`src/rtl/cic_decim_ctrl.sv`:
```
// CIC decimator control: sequences integrator enables, decimated comb strobes
// and output-valid gating. The comb chain needs NSTAGES*M decimated samples
// to flush its delay lines before its output is meaningful (PRIME), after
// which every decimated strobe is a valid output (RUN).
module cic_decim_ctrl #(
    parameter int RW      = 8,
    parameter int NSTAGES = 3,
    parameter int M       = 1
) (
    input  logic          i_clk,
    input  logic          i_rst_n,
    input  logic          i_en,
    input  logic [RW-1:0] i_ratio,
    input  logic          i_ready,
    output logic          o_int_ready,
    output logic          o_dec_strobe,
    output logic          o_out_valid,
    output logic [RW-1:0] o_phase,
    output logic [1:0]    o_state,
    output logic          o_cfg_err
);

    localparam int NPRIME = NSTAGES * M;
    // Wide enough to reach NPRIME itself on the completing pulse.
    localparam int PW     = (NPRIME < 1) ? 1 : $clog2(NPRIME + 1);

    typedef enum logic [1:0] {
        IDLE  = 2'b00,
        PRIME = 2'b01,
        RUN   = 2'b10
    } state_t;

    state_t          state;
    logic [RW-1:0]   ratio_q;
    logic [RW-1:0]   phase;
    logic [PW-1:0]   prime_cnt;
    // Set on the edge that accepts the last sample of a decimation period;
    // the strobe itself goes out one cycle later so the comb sees the
    // accumulator after the integrators have absorbed that sample.
    logic            dec_pend;
    logic            wrap;
    logic            last_prime;
    logic            going_run;

    assign wrap       = (phase == ratio_q - RW'(1));
    assign last_prime = (prime_cnt == PW'(NPRIME - 1));
    assign going_run  = (state == PRIME) && o_dec_strobe && last_prime;

    assign o_phase = phase;
    assign o_state = state;

    // Control FSM with all outputs registered; i_en low dominates any sample.
    always_ff @(posedge i_clk or negedge i_rst_n) begin
        if (!i_rst_n) begin
            state        <= IDLE;
            ratio_q      <= '0;
            phase        <= '0;
            prime_cnt    <= '0;
            dec_pend     <= 1'b0;
            o_int_ready  <= 1'b0;
            o_dec_strobe <= 1'b0;
            o_out_valid  <= 1'b0;
            o_cfg_err    <= 1'b0;
        end else begin
            case (state)
                IDLE: begin
                    phase        <= '0;
                    prime_cnt    <= '0;
                    dec_pend     <= 1'b0;
                    o_int_ready  <= 1'b0;
                    o_dec_strobe <= 1'b0;
                    o_out_valid  <= 1'b0;
                    if (i_en) begin
                        if (i_ratio >= RW'(2)) begin
                            ratio_q   <= i_ratio;
                            o_cfg_err <= 1'b0;
                            state     <= PRIME;
                        end else begin
                            o_cfg_err <= 1'b1;
                        end
                    end else begin
                        o_cfg_err <= 1'b0;
                    end
                end
                PRIME, RUN: begin
                    if (!i_en) begin
                        state        <= IDLE;
                        phase        <= '0;
                        prime_cnt    <= '0;
                        dec_pend     <= 1'b0;
                        o_int_ready  <= 1'b0;
                        o_dec_strobe <= 1'b0;
                        o_out_valid  <= 1'b0;
                    end else begin
                        o_int_ready  <= i_ready;
                        dec_pend     <= i_ready && wrap;
                        o_dec_strobe <= dec_pend;
                        o_out_valid  <= dec_pend && ((state == RUN) || going_run);
                        if (i_ready)
                            phase <= wrap ? '0 : phase + RW'(1);
                        if (state == PRIME && o_dec_strobe) begin
                            prime_cnt <= prime_cnt + PW'(1);
                            if (last_prime)
                                state <= RUN;
                        end
                    end
                end
                default: begin
                    state        <= IDLE;
                    phase        <= '0;
                    prime_cnt    <= '0;
                    dec_pend     <= 1'b0;
                    o_int_ready  <= 1'b0;
                    o_dec_strobe <= 1'b0;
                    o_out_valid  <= 1'b0;
                end
            endcase
        end
    end

endmodule
```
`config.mk`:
```
export PLATFORM = sky130hd
export DESIGN_NAME = cic_decim_ctrl
export DESIGN_NICKNAME = d
export VERILOG_FILES = /design/src/rtl/cic_decim_ctrl.sv
export SDC_FILE = /design/constraint.sdc
export NUM_CORES = 1
export LEC_CHECK = 0
export ABC_AREA = 1
export ABC_CLOCK_PERIOD_IN_PS = 2000
export CORE_UTILIZATION = 50
export CTS_CLUSTER_DIAMETER = 40
export DETAILED_ROUTE_END_ITERATION = 7
export GPL_TIMING_DRIVEN = 0
export HOLD_SLACK_MARGIN = 0.03
export PLACE_DENSITY = 0.78
export SKIP_CTS_REPAIR_TIMING = 1
export SLEW_MARGIN = 40
export SYNTH_ARGS = -nofsm -noshare
export SYNTH_HDL_FRONTEND = slang
export SYNTH_SLANG_ARGS = --single-unit
```
`constraint.sdc`:
```
create_clock -name i_clk -period 2 [get_ports i_clk]
set_clock_uncertainty 0.2 [all_clocks]
set_input_delay 0.6 -clock i_clk [delete_from_list [all_inputs] [get_ports i_clk]]
set_output_delay 0.6 -clock i_clk [all_outputs]
set_load 0.005 [all_outputs]
```
* Word-level counts from Yosys, hierarchy flattened
Index checks and enable logic that the tools add are counted.
** Storage, ports and cells
- Bits in read-only memories :: 0
- RAM bits :: 0
- Memories kept :: 0
- Flip-flop bits (word level) :: 25
- Bits of input ports :: 12
- Latch bits :: 0
- Logic and storage cells :: 54
** Operators by class
- Eq/ne operators :: 9
- Div/mod/pow operators :: 0
- Muxes and demuxes :: 23
- Shifts and indexed selects :: 0
- Bitwise logic cells :: 0
- Multipliers :: 0
- Reductions and logical operators :: 9
- Add/subtract/negate cells :: 3
- $lt $le $gt $ge :: 1
** Operator list (count)
- 8-bit two-way mux :: 4
- 2-bit two-way mux :: 8
- 1-bit two-way mux :: 10
- 3-bit inequality test (second input constant) :: 3
- 8-bit by 1-bit adder with 8-bit output (second input constant) :: 1
- 8-bit equality test :: 1
- 8-bit by 2-bit >= comparator with 1-bit output (second input constant) :: 1
- 8-bit by 1-bit subtractor with 8-bit output (second input constant) :: 1
- 2-bit equality test (second input constant) :: 2
- 1-bit logical AND :: 4
- 2-bit inequality test (second input constant) :: 2
- 2-bit one-hot mux with 2 select lines :: 1
- 4-bit AND reduction :: 1
- 3-bit AND reduction :: 1
- 2-bit by 1-bit adder with 2-bit output (second input constant) :: 1
- 2-bit by 1-bit equality test with 1-bit output (second input constant) :: 1
- 2-bit zero test :: 1
- 2-bit OR reduction :: 1
- 1-bit logical OR :: 1

* Depth between registers and ports, before layout
- Depth in word-level cells :: 7
- Depth in mapped cells :: 11
- Mapped depth without buffers :: 11

* Worst setup path before layout
Ideal clock, no wire load.
- Path kind :: reg-to-reg
- Start point :: reg ratio_q[0]
- End point :: reg phase[0], in the netlist o_phase[0]
- Arrival time :: 1.447 ns
- Data required time :: 1.679 ns
- Stages on the path, launching flop included :: 11
- Path buffers :: 0
- Slack :: 0.232 ns
- Library setup time :: 0.121 ns
- Cell sequence :: dfrtp_1 -> inv_2 -> ha_1 -> nand2_1 -> inv_1 -> nor2_1 -> nand2_1 -> nor2_2 -> nand4_4 -> o21bai_1 -> nand2_1
** On the way
- Longest elaborated chain between the ends :: 6
** Ends and longest elaborated chain
- start, declared :: line 34 : logic [RW-1:0] ratio_q;
- start signal, assigned :: line 75 : ratio_q <= i_ratio;
- 8-bit by 1-bit subtractor with 8-bit output :: line 45 : assign wrap = (phase == ratio_q - RW'(1));
- 8-bit equality test :: line 45
- 8-bit two-way mux :: line 100 : phase <= wrap ? '0 : phase + RW'(1);
- 8-bit two-way mux :: line 99 : if (i_ready)
- 8-bit two-way mux :: line 86 : if (!i_en) begin
- 8-bit two-way mux :: line 65 : case (state)
- end signal, assigned :: line 100
- end, declared :: line 35 : logic [RW-1:0] phase;
No other way between the ends. The select of a mux whose other input is x is not followed.
A chain may end at the register's enable or synchronous reset.

* Worst setup path after layout
- Start point :: reg o_out_valid
- End point :: out o_out_valid
** RTL lines
- start, declared :: line 17 : output logic o_out_valid,
- start signal, assigned :: line 98 : o_out_valid <= dec_pend && ((state == RUN) || going_run);
No word-level cell between the ends.

==> flow_summary.toml <==
[status]
result_of_the_run = "finished clean"

[routing]
detailedRoute.firstIterationViolations = 35
top_layer = "met4"
routed-wl-met3_um = 95
wire_per_inst_um = 10.5
met1_wire_length_um = 1480
finalWirelength_um = 3140
drt_drc_violations_left = 0
drt_pass1_iterations = 4
vias = 1428
route.met2.wl_um = 1490
post_route_ant_nets = 0
average_vias_per_placed_instance = 4.78

[worst_setup_path]
cp.arrival_ns = 1.16
crit_required_ns = 1.20
timing.critical_path.slowest_stage_cell = "sky130_fd_sc_hd__clkdlybuf4s50_1"
reg2reg_setup_slack_ns = 0.11
rr_endpoint = "o_phase[3]"
path_cells = "clkdlybuf4s50_1"
timing.critical_path.buf_inv = 1
timing_worst_setup_path_type = "flip-flop to output pin"
critical_path.endpoint_type = "output pin"
critical-path-top-delay-family = "buffers and inverters"
max_stage_delay_ns = 0.49
setup.worst_path.start_class = "flip-flop"
crit_fanout = 1
setup.worst_path.start = "o_out_valid"
regToRegStartpoint = "o_state[0]"
worst_r2r_path_depth = 7

[timing]
final.setup.tns_ns = 0
min_period_ns = 1.96
layout_worst_path_cycle_share_pct = 97.8
finalHoldWorstSlack_ns = 0.0403
max_slew.worst_pin.slew_ns = 0.553
setup_viol = 0
slew_violations = 0
max-slew-margin-rel_pct = 63.2
fmax_mhz = 511
final-hold-violation-count = 0

[flow_run]
cap_violations = 0

[floorplanning]
core-area_sq_um = 3030
effective_utilization_at_floorplan_pct = 52.7
design.die.area_sq_um = 3420
chipWidth_um = 58.5
placementRows = 20
boundaryPins = 26
fp.dieH_um = 58.5

[synthesis]
syn-num-nets = 233
ys_warnings = 0
synth.distinct_cells = 28
ys_ff_latch = 25
synth_top_cells_by_area = "sky130_fd_sc_hd__dfrtp_1 39%, sky130_fd_sc_hd__nand2_1 15%, sky130_fd_sc_hd__inv_1 6.6%"
cell_area_after_technology_mapping_sq_um = 1600
synth_sequential_area_ratio_pct = 39.2
synthesis.area_per_instance_sq_um = 7.45
top_cell_type_s_share_of_synthesized_area_pct = 39.2
synthCells = 214
synth.largest_area_cell = "sky130_fd_sc_hd__dfrtp_1"

[global_route]
grt_antenna_before_repair = 0
first_global_vias = 1255
groute.usage.overall_pct = 20.0
wire_length_of_the_first_global_routing_pass_um = 5280
sum_of_overflow_across_all_layers_after_global_routing = 0
grt_start_max_net_pins = 26

[pwr]
vdd_ir_drop_max_v = 0.000629
power.density_nw_per_um2 = 915
p_total_w = 0.00190
leakage_nw = 1.21

[clock_tree]
htreeDepth = 1
clk-insertion-delay-late_ns = 0.32
max-clock-path-buffers = 2
cts_root_buffer = "sky130_fd_sc_hd__clkbuf_4"
clk_sinks = 25
cts.clk_slew.worst_paths_ns = 0.14
numCtsBuffers = 3
clock_tree_from_tritoncts = "yes"

[placement]
place_hpwl_um = 2220
total_placed_instance_area_sq_um = 1900
placement.io_buffers = 25
routabilityCongestion = 0.785
place.detailed.instances = 283

[layout]
areaGrowthSynthToFinish_pct = 30.1
most_used_cells_in_the_layout_excluding_fill_and_tap_cells = "63 x sky130_fd_sc_hd__nand2_1, 28 x sky130_fd_sc_hd__inv_1, 20 x sky130_fd_sc_hd__nor2_1"
final.fill_count = 267
n_antenna_cell = 0
final_layout_size_suffix_gt1_share_pct = 19.6
nNetsFinal = 275
final_cells = 299
most_common_cell_after_layout_fill_and_taps_aside = "sky130_fd_sc_hd__nand2_1"
layout.cell_area.non_filler_sq_um = 2080

[worst_hold_path]
hold_path_class = "input pin to async pin"
[worst max-delay path by stage]
stage                             end  slack, ns  cells after the start
after detailed placement   o_phase[3]      -0.27                      6
after global routing       o_phase[1]      -0.02                      7
after global placement     o_phase[3]      -0.25                      6
final                     o_out_valid       0.04                      1
after CTS                  o_phase[2]      -0.20                      1
after floorplan            o_phase[0]       0.23                     10
[layer usage]
layer | vias up | global-route usage [%]
li1 | 753 | -
met1 | 637 | 27.1
met2 | 30 | 32.8
met3 | 8 | 1.98
met4 | 0 | 8.84
met5 | - | 0
[flip-flops by register name, indices dropped and copies added, names as in the netlist]
signal / cells
o_phase: 8
ratio_q: 8
o_state: 2
prime_cnt: 2
dec_pend: 1
o_cfg_err: 1
o_dec_strobe: 1
o_int_ready: 1
o_out_valid: 1
[report_power, final]
| part | switching, W | total, W | leakage, nW | internal (W) |
|---|---|---|---|---|
| logic | 0.000563 | 0.000943 | 0.878 | 0.000379 |
| clock network | 0.000155 | 0.000230 | 0.0177 | 0.0000750 |
| registers | 0.000113 | 0.000725 | 0.317 | 0.000612 |
| total | 0.000832 | 0.00190 | 1.21 | 0.00107 |
[synthesized netlist by cell type (all sizes together)]
library cell,count
o21a,1
or2,1
o31ai,1
nand4,3
nor2,27
buf,2
o21ai,11
nand2,66
o21bai,8
xnor2,2
nor3b,1
inv,33
o22ai,1
ha,7
dfrtp,25
a21oi,3
xor2,2
nor3,1
nand3,19
[logic make-up (layout without fill, tap and decap cells)]
kind of cell	after synthesis	in the layout	share of synthesized area, %
AND/OR/NAND/NOR	118	119	34.4
buffers and inverters	35	75	8.71
AO/OA/AOI/OAI	25	25	9.96
flip-flops	25	25	39.2
adder cells (fa/ha/maj)	7	7	5.49
XOR/XNOR	4	4	2.20
[through the flow]
step / util, % / worst slack (ns)
after floorplan: - / 0.232
after global placement: 62.8 / -0.252
after detailed placement: 62.6 / -0.266
after CTS: 63.5 / -0.197
after global routing: 68.6 / -0.0247
final: 68.6 / 0.0447
[cell type report]
class                      instances  area [sq um]  share of cell area (%)
multi-input combinational        155           860                    41.4
tap                               44          55.1                    2.65
clock inverter                     1          5.00                   0.241
clock buffer                       3          22.5                    1.08
inverter                          33           124                    5.97
timing repair buffer              36           360                    17.4
buffer                             2          15.0                   0.723
sequential                        25           634                    30.6
Note: power is estimated with default switching activity, not from simulation.
==> edit 1 (same flow settings) <==
Reset style: synchronous (`i_rst_n`), changed in one clocked block.
--- a/src/rtl/cic_decim_ctrl.sv
+++ b/src/rtl/cic_decim_ctrl.sv
@@ -52,3 +52,3 @@
     // Control FSM with all outputs registered; i_en low dominates any sample.
-    always_ff @(posedge i_clk or negedge i_rst_n) begin
+    always_ff @(posedge i_clk) begin
         if (!i_rst_n) begin
Behaviour: differs if i_rst_n is asserted again (counterexample within 4 cycles, from zero or initial values and one cycle with i_rst_n low); with i_rst_n held inactive, the same outputs for 10 cycles.
==> edit 1 against the unedited design <==
  * Count of clock-buffer cells in the layout unchanged
  * Routed wire length fell by 3.5%
  * Area after synthesis decreased by 15%
  * Maximum frequency is 0.29% higher
  * Power is 13% lower
  * Worst setup slack improved by 0.0057 ns
  * Cell area down 12%
  * Sequential cell count stayed put
  * First-iteration DRC count decreased by 40%
  * Combinational power fell by 19%
==> edit 1: results (changes against the unedited design) <==
Setup path
  • Worst Reg-to-Reg Cells: 11 (was 7)
  • Crit path max-delay family: buffers and inverters (unchanged)
  • Crit-path max FO: 2 (was 1)
  • Reg2reg end: o_phase[0] (was o_phase[3])
  • Peak per-stage delay on the critical path: 0.49 ns (about the same)
  • Max stage delay cell, worst path: clkdlybuf4s50_1 (unchanged)
  • Worst R2R Setup Slack: 0.13 ns (was 0.11 ns)
  • FF-to-FF Start: ratio_q[0] (was o_state[0])

Global routing
  • Total track usage: 0.222 (was 0.200)
  • Largest net degree at the start of global routing: 15 (was 26)
  • Number of global-route vias before repair: 1,115 (was 1,255)
  • Initial antenna violation count: 0 (unchanged)
  • First-pass GRT wire length: 4700 um (was 5280 um)

Drt
  • DR iter-0 viols: 21 (was 35)
  • Final wirelength: 3020 um (was 3140 um)
  • Drt pass-1 iters: 4 (unchanged)
  • Via-to-Cell Ratio: 5.08 (was 4.78)

Clocking
  • Clock latency on the worst-skew pair: 0.32 ns (about the same)
  • CTS root buf: clkbuf_4 (unchanged)
  • H-tree depth: 1 (unchanged)
  • CTS Buf Count: 3 (unchanged)
  • CTS Buffer Depth: 2 (unchanged)
  • Reg clk slew, reported paths: 0.14 ns (about the same)

Synthesis
  • Synth top cells by count: 37 x nand2_1, 27 x inv_1, 27 x nor2_1 (was 64 x nand2_1, 28 x inv_1, 25 x dfrtp_1)
  • Primary FF master, synth: dfxtp_1 (was dfrtp_1)
  • Synth async-reset ratio: 0 (was 1.00)
  • Synth area leaders: dfxtp_1 37%, nand2_1 10%, inv_1 7.4% (was dfrtp_1 39%, nand2_1 15%, inv_1 6.6%)
  • Synth unique cells: 25 (was 28)
  • Synthesis warning total: 0 (unchanged)
  • Synthesized Nets: 212 (was 233)
  • Part of the Yosys area used for sequential elements: 0.368 (was 0.392)

Min path
  • Hold path depth: 2
  • Worst hold start: dec_pend
  • HP Class: reg -> reg (was in -> async)
  • Hold EP: o_dec_strobe

Placement
  • Gpl congestion: 0.811 (was 0.785)
  • HPWL Detailed: 2240 um (was 2220 um)
  • Port Buffers: 25 (unchanged)
  • Worst slack, placed: -0.336 ns (was -0.266 ns)

Final layout
  • Nets: 250 (was 275)
  • Antenna fix cells: 0 (unchanged)
  • Proportion of layout cells with a drive suffix above 1: 0.197 (was 0.196)

STA
  • Setup ws final: 0.0504 ns (was 0.0447 ns)
  • Relative slew slack: 0.779 (was 0.632)

Power and ir drop
  • Max IR drop VDD: 0.877 mV (was 0.629 mV)
  • Leakage: 1.01 nW (was 1.21 nW)

Run status
  • Status: finished clean (unchanged)
## edit 1: layout make-up
| type | count | area, um^2 |
|---|---|---|
| plain buffers | 2 | 11.3 |
| flip-flops and latches | 25 | 537 |
| inverters | 30 | 113 |
| clock buffers | 3 | 22.5 |
| multi-input cells | 135 | 763 |
| well taps | 30 | 37.5 |
| clock inverters | 1 | 5.00 |
| fillers | 200 | 688 |
| repair buffers | 33 | 345 |
## edit 1: worst max path at each step
stage,startpoint,endpoint,cells past startpoint
4_1_cts,o_phase[4],o_phase[4],1
2_1_floorplan,ratio_q[0],o_phase[6],9
3_3_place_gp,i_ready,o_phase[7],10
5_1_grt,ratio_q[0],o_phase[4],11
6_report,o_cfg_err,o_cfg_err,1
3_5_place_dp,i_ready,o_phase[7],10
## edit 1: power by group
part	internal, W	switching (W)
registers	0.000576	0.0000729
clock network	0.0000748	0.000154
logic	0.000305	0.000461
total	0.000955	0.000688
## edit 1: logic make-up (layout without fill, tap and decap cells)
logic type,after synthesis,in the layout,synth area share
simple gates,89,89,0.296
flops,25,25,0.368
fa+ha+maj,8,8,0.0735
buf+inv,32,69,0.0910
compound gates,28,28,0.108
xor+xnor,10,10,0.0643
## edit 1: stage by stage
step | power (W) | hold slack (ns) | instance area [um^2] | utilization | instances
after floorplan | 0.00118 | 0.202 | 1360 | - | 192
after global placement | 0.00136 | 0.217 | 1650 | 0.654 | 247
after detailed placement | 0.00139 | 0.223 | 1650 | 0.654 | 247
after CTS | 0.00161 | 0.243 | 1680 | 0.665 | 251
after global routing | 0.00179 | 0.256 | 1830 | 0.727 | 259
final | 0.00164 | 0.231 | 1830 | 0.727 | 259
## edit 1: metal layers
layer  vias up  routed length (um)  global-route usage
li1        680                   -                   -
met1       612                1360               0.274
met2        18                1530               0.382
met3         6                  69              0.0282
met4         0                  66              0.0897
met5         -                   0                   0
==> edit 2 (config.mk and constraints unchanged) <==
Made on the original files. Change the parameter `RW` from 8 to 10.
--- a/src/rtl/cic_decim_ctrl.sv
+++ b/src/rtl/cic_decim_ctrl.sv
@@ -5,3 +5,3 @@
 module cic_decim_ctrl #(
-    parameter int RW      = 8,
+    parameter int RW      = 10,
     parameter int NSTAGES = 3,
Interface: changed (resized i_ratio and o_phase); port bits go from 26 to 30. No check against the original RTL was run, so the function may have changed too.
==> edit 2 against the unedited design <==
  * The flow now finishes with violations (negative setup slack)
  * Cell count rose by 19%
  * Sequential share of layout area decreased by 0.60 points
  * Worst setup slack got worse by 0.055 ns
  * Count of clock-buffer cells in the layout rose by 5
  * Routed wire length up 27%
  * Sequential cell count rose by 4
  * Largest cell class unchanged
  * Global-route usage up 0.79 points
  * Cell area grew 19%
  * Largest power group unchanged
  * Area after synthesis is 17% higher
  * Combinational power increased by 16%
  * Critical endpoint is now o_phase[8]
  * Power up 27%
==> edit 2: results (changes against the unedited design) <==
Final layout
  • Fillers: 281 (was 267)
  • Proportion of layout cells with a drive suffix above 1: 0.252 (was 0.196)
  • Fin cells: 355 (was 299)

Placement
  • Port Buffers: 29 (was 25)
  • Placed insts: 330 (was 283)
  • Worst slack, placed: -0.405 ns (was -0.266 ns)
  • Post-placement cell area: 2200 um^2 (was 1900 um^2)
  • Gpl congestion: 0.839 (was 0.785)

Run status
  • Violated checks: negative setup slack
  • Status: complete, but fails checks (was finished clean)

STA
  • Final setup viols: 1 (was 0)
  • Setup ws final: -0.0104 ns (was 0.0447 ns)
  • Relative slew slack: 0.571 (was 0.632)
  • Setup TNS: -0.0104 ns (was 0 ns)

Clocking
  • CTS root buf: clkbuf_8 (was clkbuf_4)
  • H-tree depth: 2 (was 1)
  • Reg clk slew, reported paths: 0.06 ns (was 0.14 ns)
  • CTS Buf Count: 5 (was 3)

Setup path
  • Max stage delay cell, worst path: dfrtp_1 (was clkdlybuf4s50_1)
  • Peak per-stage delay on the critical path: 0.40 ns (was 0.49 ns)
  • Crit-path max FO: 10 (was 1)
  • Crit path DAT: 1.97 ns (was 1.16 ns)

Synthesis
  • Synthesized Nets: 276 (was 233)
  • Part of the Yosys area used for sequential elements: 0.390 (was 0.392)
  • Post-Synthesis Cells: 255 (was 214)
  • Synthesis warning total: 0 (unchanged)
  • Synth unique cells: 29 (was 28)
  • Synth area leaders: dfrtp_1 39%, nand2_1 11%, nand2_2 7.1% (was dfrtp_1 39%, nand2_1 15%, inv_1 6.6%)

Drt
  • Final wirelength: 3970 um (was 3140 um)
  • Routed wl met2: 1890 um (was 1490 um)
  • Routed vias: 1,741 (was 1,428)
  • DR iter-0 viols: 103 (was 35)
  • Metal3 WL: 208 um (was 95 um)
  • WL met1: 1830 um (was 1480 um)

Global routing
  • Largest net degree at the start of global routing: 30 (was 26)
  • First-pass GRT wire length: 6510 um (was 5280 um)
  • Total track usage: 0.208 (was 0.200)

Power and ir drop
  • P_int: 0.00144 W (was 0.00107 W)
==> edit 2: cell count changes after synthesis, moves of 3 or more <==
| cell | before | now |
|---|---|---|
| nor2_2 | 5 | 8 |
| o21ai_1 | 1 | 11 |
| nor3_1 | 1 | 4 |
| nand2_1 | 64 | 57 |
| a21oi_1 | 3 | 11 |
| nand2_2 | 2 | 21 |
| nor2_1 | 21 | 24 |
| o21ai_0 | 8 | 5 |
| dfrtp_1 | 25 | 29 |
| clkinv_1 | 0 | 3 |
| inv_1 | 28 | 32 |
| o21bai_1 | 8 | 0 |
==> edit 2: metrics by stage <==
| step | hold slack, ns | utilization |
|---|---|---|
| after floorplan | 0.104 | - |
| after global placement | 0.291 | 0.642 |
| after detailed placement | 0.297 | 0.640 |
| after CTS | 0.171 | 0.663 |
| after global routing | 0.198 | 0.715 |
| final | 0.145 | 0.715 |
==> edit 2: kinds of logic (layout without fill, tap and decap cells) <==
kind of cell,Yosys count,after routing,share of synthesized area
fa+ha+maj,7,7,0.0471
compound gates,32,32,0.0928
simple gates,138,138,0.349
flops,29,29,0.390
buf+inv,44,98,0.0935
xor+xnor,5,5,0.0276
==> edit 2: power by group through the flow <==
stage,sequential (W),combinational [W],clock (W)
after CTS,0.000874,0.000985,0.000461
after floorplan,0.000848,0.000760,0
after global routing,0.000897,0.00124,0.000491
after global placement,0.000882,0.000963,0
final,0.000871,0.00109,0.000450
after detailed placement,0.000882,0.000981,0
==> edit 2: final cells by class <==
type                    instances  area share
plain buffers                   4      0.0127
clock buffers                   8      0.0326
inverters                      40      0.0610
multi-input cells             182       0.398
flip-flops and latches         29       0.300
well taps                      46      0.0234
repair buffers                 46       0.173
==> edit 2: worst max-delay path: cells and delay by family, from the launching register on <==
kind	cells	cell delay, ns
adders and majority gates	1	0.17
buffers and inverters	2	0.27
DFF	1	0.40
and+or+nand+nor	9	0.85
==> edit 2: metal layers <==
layer	vias up	track usage
li1	904	-
met1	789	0.272
met2	42	0.335
met3	6	0.0620
met4	0	0.0523
met5	-	0
==> edit 2: worst paths after layout <==
path / slack [ns] / startpoint / cells past startpoint / endpoint
setup / recovery: -0.01 / ratio_q[1] / 12 / o_phase[8]
hold / removal: 0.14 / i_rst_n / 1 / ratio_q[9]
setup reg to reg: -0.01 / ratio_q[1] / 12 / o_phase[8]
hold reg to reg: 0.30 / dec_pend / 2 / o_dec_strobe
max in group asynchronous: 0.99 / i_rst_n / 1 / o_phase[2]
min in group i_clk: 0.30 / dec_pend / 2 / o_dec_strobe
